### src/rtl/fifo_sync_flags_pkg.sv
// fifo_sync_flags_pkg
//   Shared FIFO constants. Holds only the read-mode encodings used by the
//   FWFT parameter of fifo_sync_flags; no types live here.
package fifo_sync_flags_pkg;

  localparam int FWFT_OFF = 0;  // registered-read: pop loads data_out at the edge
  localparam int FWFT_ON  = 1;  // first-word-fall-through: head word always visible

endpackage

### src/rtl/fifo_sync_flags_mem.sv
// fifo_sync_flags_mem
//   Dual-port storage array for fifo_sync_flags: synchronous write,
//   combinational (asynchronous) read. Contents are not reset.
// Ports:
//   clk         rising-edge clock
//   wr_en       write strobe, stores wr_data at wr_addr on the edge
//   wr_addr     write address
//   wr_data     write data
//   rd_addr     read address
//   rd_data     read data, combinational from rd_addr
module fifo_sync_flags_mem #(
  parameter int ADDR_LENGTH = 8,
  parameter int WORD_LENGTH = 8
) (
  input  logic                   clk,
  input  logic                   wr_en,
  input  logic [ADDR_LENGTH-1:0] wr_addr,
  input  logic [WORD_LENGTH-1:0] wr_data,
  input  logic [ADDR_LENGTH-1:0] rd_addr,
  output logic [WORD_LENGTH-1:0] rd_data
);

  localparam int DEPTH = 1 << ADDR_LENGTH;

  logic [WORD_LENGTH-1:0] mem_q [DEPTH];

  always_ff @(posedge clk) begin
    if (wr_en) begin
      mem_q[wr_addr] <= wr_data;
    end
  end

  assign rd_data = mem_q[rd_addr];

endmodule

### src/rtl/fifo_sync_flags.sv
// fifo_sync_flags
//   Synchronous FIFO with occupancy count, full/empty, almost-full/almost-empty
//   status and one-cycle overflow/underflow error pulses. Read side is either
//   registered (FWFT_OFF) or first-word-fall-through (FWFT_ON).
// Ports:
//   clk, reset       rising-edge clock, synchronous active-high reset
//   data_in          write data
//   write_en         push request (accepted when not full)
//   read_en          pop request (accepted when not empty)
//   data_out, valid  read data and its qualifier
//   full, empty      occupancy == DEPTH / == 0
//   almost_full      count >= AF_THR
//   almost_empty     count <= AE_THR
//   count            occupancy 0..DEPTH
//   overflow         one-cycle pulse after a rejected push
//   underflow        one-cycle pulse after a rejected pop
module fifo_sync_flags
  import fifo_sync_flags_pkg::*;
#(
  parameter int ADDR_LENGTH = 8,
  parameter int WORD_LENGTH = 8,
  parameter int FWFT        = FWFT_OFF,
  parameter int AF_THR      = (1 << ADDR_LENGTH) - 2,
  parameter int AE_THR      = 2
) (
  input  logic                   clk,
  input  logic                   reset,
  input  logic [WORD_LENGTH-1:0] data_in,
  input  logic                   write_en,
  input  logic                   read_en,
  output logic [WORD_LENGTH-1:0] data_out,
  output logic                   valid,
  output logic                   full,
  output logic                   empty,
  output logic                   almost_full,
  output logic                   almost_empty,
  output logic [ADDR_LENGTH:0]   count,
  output logic                   overflow,
  output logic                   underflow
);

  localparam int DEPTH = 1 << ADDR_LENGTH;
  localparam logic [ADDR_LENGTH:0] DEPTH_C  = (ADDR_LENGTH+1)'(DEPTH);
  localparam logic [ADDR_LENGTH:0] AF_THR_C = (ADDR_LENGTH+1)'(AF_THR);
  localparam logic [ADDR_LENGTH:0] AE_THR_C = (ADDR_LENGTH+1)'(AE_THR);
  localparam logic [ADDR_LENGTH:0] PTR_INC  = 1;

  if (AF_THR > DEPTH || AE_THR >= DEPTH || AF_THR < 0 || AE_THR < 0) begin : g_bad_thr
    $error("fifo_sync_flags: AF_THR must be <= DEPTH and AE_THR must be < DEPTH");
  end

  // Pointers carry one extra bit so full and empty are distinguishable.
  logic [ADDR_LENGTH:0]   w_ptr_q, w_ptr_d;
  logic [ADDR_LENGTH:0]   r_ptr_q, r_ptr_d;
  logic                   overflow_q, underflow_q;
  logic                   push_ok, pop_ok;
  logic [WORD_LENGTH-1:0] rd_data;

  assign count        = w_ptr_q - r_ptr_q;
  assign empty        = (count == '0);
  assign full         = (count == DEPTH_C);
  assign almost_full  = (count >= AF_THR_C);
  assign almost_empty = (count <= AE_THR_C);

  // Acceptance uses the pre-edge flags only: a pop never makes room for a
  // push in the same cycle, and a push never feeds a pop in the same cycle.
  assign push_ok = write_en & ~full;
  assign pop_ok  = read_en & ~empty;

  always_comb begin
    w_ptr_d = w_ptr_q;
    r_ptr_d = r_ptr_q;
    if (push_ok) w_ptr_d = w_ptr_q + PTR_INC;
    if (pop_ok)  r_ptr_d = r_ptr_q + PTR_INC;
  end

  always_ff @(posedge clk) begin
    if (reset) begin
      w_ptr_q     <= '0;
      r_ptr_q     <= '0;
      overflow_q  <= 1'b0;
      underflow_q <= 1'b0;
    end else begin
      w_ptr_q     <= w_ptr_d;
      r_ptr_q     <= r_ptr_d;
      overflow_q  <= write_en & full;
      underflow_q <= read_en & empty;
    end
  end

  assign overflow  = overflow_q;
  assign underflow = underflow_q;

  fifo_sync_flags_mem #(
    .ADDR_LENGTH (ADDR_LENGTH),
    .WORD_LENGTH (WORD_LENGTH)
  ) u_mem (
    .clk     (clk),
    .wr_en   (push_ok & ~reset),
    .wr_addr (w_ptr_q[ADDR_LENGTH-1:0]),
    .wr_data (data_in),
    .rd_addr (r_ptr_q[ADDR_LENGTH-1:0]),
    .rd_data (rd_data)
  );

  if (FWFT == FWFT_ON) begin : g_fwft
    // Head word is shown directly; zero while empty so reset leaves data_out at 0.
    assign data_out = empty ? '0 : rd_data;
    assign valid    = ~empty;
  end else begin : g_reg
    logic [WORD_LENGTH-1:0] data_out_q;
    logic                   valid_q;

    always_ff @(posedge clk) begin
      if (reset) begin
        data_out_q <= '0;
        valid_q    <= 1'b0;
      end else begin
        if (pop_ok) data_out_q <= rd_data;
        valid_q <= pop_ok;
      end
    end

    assign data_out = data_out_q;
    assign valid    = valid_q;
  end

endmodule

### config.mk
export PLATFORM = sky130hd
export DESIGN_NAME = fifo_sync_flags
export DESIGN_NICKNAME = d
export VERILOG_FILES = /design/src/rtl/fifo_sync_flags_pkg.sv /design/src/rtl/fifo_sync_flags_mem.sv /design/src/rtl/fifo_sync_flags.sv
export SDC_FILE = /design/constraint.sdc
export NUM_CORES = 2
export LEC_CHECK = 0
export ABC_AREA = 1
export ABC_CLOCK_PERIOD_IN_PS = 3450
export CAP_MARGIN = 5
export CORE_UTILIZATION = 40
export CTS_CLUSTER_DIAMETER = 80
export DETAILED_ROUTE_END_ITERATION = 8
export SYNTH_ARGS = -nofsm -noshare
export SYNTH_HDL_FRONTEND = slang
export SYNTH_HIERARCHICAL = 1
export SYNTH_SLANG_ARGS = --single-unit
### constraint.sdc
create_clock -name clk -period 3.45 [get_ports clk]
set_input_delay 0.345 -clock clk [delete_from_list [all_inputs] [get_ports clk]]
set_output_delay 0.345 -clock clk [all_outputs]
set_load 0.05 [all_outputs]
==> run metrics <==
CP required=4.21 ns; first-pass GRT wire length=353000 µm; Rows=169; fin crit period=3.43 ns; GRT Overall Usage=0.218; Max Slew Vio Count=0; clk_lat worst skew=0.87 ns; Int Pwr=around 0.041 W; pin count of the biggest net entering global routing=about 150; hold_ws=0.0235 ns; Synth top area share=0.721; pwr/cell area=564 nW/µm²; Gate Count Post-Synth=7305; max-cap viol count=0; worst-margin pin slew=1.27 ns; Synth area leader=edfxtp_1; leakage power=33.2 nW; Synth Area per Inst=11.7 µm²; fin cells=slightly above 10k; Die Span Y=between 400 and 500 µm; I/O pin cnt=36; vias per inst=5.52; CTS Sinks=between 2k and 2.5k; wire length per cell=23.3 µm; RSZ-0062 raised after global routing=true; Clock Tree Buf Depth=3; clock root cell=clkbuf_16; worst path buffer plus inverter count=5; outcome=finished clean; top post-synthesis cells by area=edfxtp_1 (72%), nand3_1 (12%), nand2_1 (9.7%), buf_2 (1.6%), nor2_1 (1.4%); CP most frequent cell=nand3_1; CP Cell Sequence=buf_16 > inv_16 > buf_12 > buf_12 > nand2_1 > nand3_1 > nand3_1 > nand3_1 > nand3_1 > nand3_1 > nand3_1 > nand2_1 > nand2_1 > nand2_1 > inv_1 > nand3_1 > nand2_1 > nor2_1; Worst Path Max Fanout=69; clock network power share=0.402; vias=56.6k; VDD IR max=550 µV; most frequent cells in the layout=nand2_1 (2186), edfxtp_1 (2048), nand3_1 (2041); GPL Wtd Cong=0.881; post-route ant nets=0; Hold/Removal Path Class=in2reg; switching part of the total power=0.242; post-route setup slack=~0.024 ns; sequential fraction of design power=0.508; Critical Path Max Stage Delay=0.39 ns; CTS Buf Count=204; Peak Freq=0.292 GHz; CTS tree=done; Clock Skew=0.0635 ns; WP data arrival=~4.2 ns; Post-Syn Area=~85000 µm²; Die Span X=464 µm; CP delay by family, top=simple AND/OR/NAND/NOR gates; Syn Nets=7328; initial core utilization=0.402; synthesized flop and latch total=2077; clk slew on worst S/H paths=0.07 ns; vias in the first global route=54.6k; commonest non-fill, non-tap cell in the layout=nand2_1; critical path type=reg2reg; pre-CTS setup slack=-0.0950 ns; TritonRoute pass-1 iters=6; Final Hold Viols=0; Setup TNS=0 ns; Placed Instances=between 9k and 10k; DRC Markers=0; Crit. End Element=register; Startpoint Class=register; sequential area share after synthesis=0.728; DIE AREA=215000 µm²; Initial DRC Count=about 6.5k; CP max-delay cell=buf_16; Worst slew margin=0.154; fin util=0.457; Core Box Area=212000 µm²; layout overhead on the synthesized area=13.7%; # port buffers=35; GR Overflow Total=0; post-synthesis cell type count=30; period utilization=0.993; number of synthesis warnings=6; routed wire length=239000 µm; htree depth=4; final setup violating endpoints=0; initial antenna violation count=3; share of cells above drive strength 1=0.106; HPWL Detailed=between 100000 and 150000 µm; Net Switching=0.0132 W; part of the power in combinational logic=0.090; Total Nets Final=between 7k and 8k
final cells by class:
type | count | area, µm²
Timing Repair Buffer | 245 | 3220
Antenna cell | 2 | 5.00
Multi-Input combinational cell | 4643 | 21100
Sequential cell | 2077 | 62100
Fill cell | 19200 | 115000
Inverter | 92 | 379
Clock buffer | 252 | 5310
Tap cell | 2821 | 3530
Clock inverter | 124 | 1300
what timing repair did:
item | in CTS | in global routing
cloned | 0 | 2
setup endpoints to repair | 225 | 1698
endpoints found under the hold margin | 201 | 0
resized for setup | 38 | 205
pin swaps | 0 | 1
hold buffers | 4 | 0
buffers inserted | 0 | 2
per-layer routing:
layer	track usage	share of wire	vias up
met3	0.0360	0.087	432
met2	0.345	0.47	2566
met5	0	0.00010	-
met1	0.302	0.41	27800
li1	-	-	25800
met4	0.0765	0.033	4
metrics by stage:
stage	total power, W	instance area, µm²
after floorplan	0.0312	85400
after global placement	0.0331	89500
after CTS	0.0549	96300
after detailed placement	0.0331	89500
after global routing	0.0562	96900
final	0.0546	96900
logic make-up after synthesis:
family | Yosys count | share of synthesized area
AOI/OAI and AO/OA | 32 | 0.00191
buffers and inverters | 585 | 0.0336
adders and majority gates | 11 | 0.00170
and+or+nand+nor | 4598 | 0.234
DFF | 2077 | 0.728
xor gates and xnor gates | 2 | 0.000206
final timing paths:
check / from / endpoint / slack [ns] / cells past startpoint
hold / removal: data_in[4] / u_mem/mem_q[125][4] / 0.02 / 1
hold reg to reg: data_out[4] / data_out[4] / 0.52 / 2
setup reg to reg: r_ptr_q[0] / data_out[3] / 0.02 / 18
setup / recovery: r_ptr_q[0] / data_out[3] / 0.02 / 18
cells in the mapped netlist:
cell type and number:
a21oi_1 31, buf_1 41, buf_2 273, buf_4 46, buf_6 19, buf_8 1
clkbuf_1 113, clkinv_1 1, dfxtp_1 29, edfxtp_1 2048, fa_1 1, ha_1 10
inv_1 87, inv_2 3, inv_4 1, nand2_1 2194, nand2_2 6, nand3_1 2043
nand3_2 13, nand3_4 1, nand4_1 4, nor2_1 325, nor2_2 1, nor2_4 2
nor3_1 4, nor3b_1 1, nor4_1 3, o21a_1 1, or2_1 1, xor2_1 2
sequential cells by signal, indices dropped and copies added (netlist names):
register and flops:
overflow 1, u_mem/mem_q 2048, data_out 8, r_ptr_q 9, w_ptr_q 9, valid 1
underflow 1
power groups by stage:
stage / combinational (W) / clock [W] / sequential, W
after detailed placement: 0.00483 / 0 / 0.0283
after CTS: 0.00485 / 0.0223 / 0.0277
after floorplan: 0.00286 / 0 / 0.0283
after global routing: 0.00529 / 0.0232 / 0.0277
after global placement: 0.00481 / 0 / 0.0283
final: 0.00490 / 0.0220 / 0.0277
Note: power is estimated with default switching activity, not from simulation.
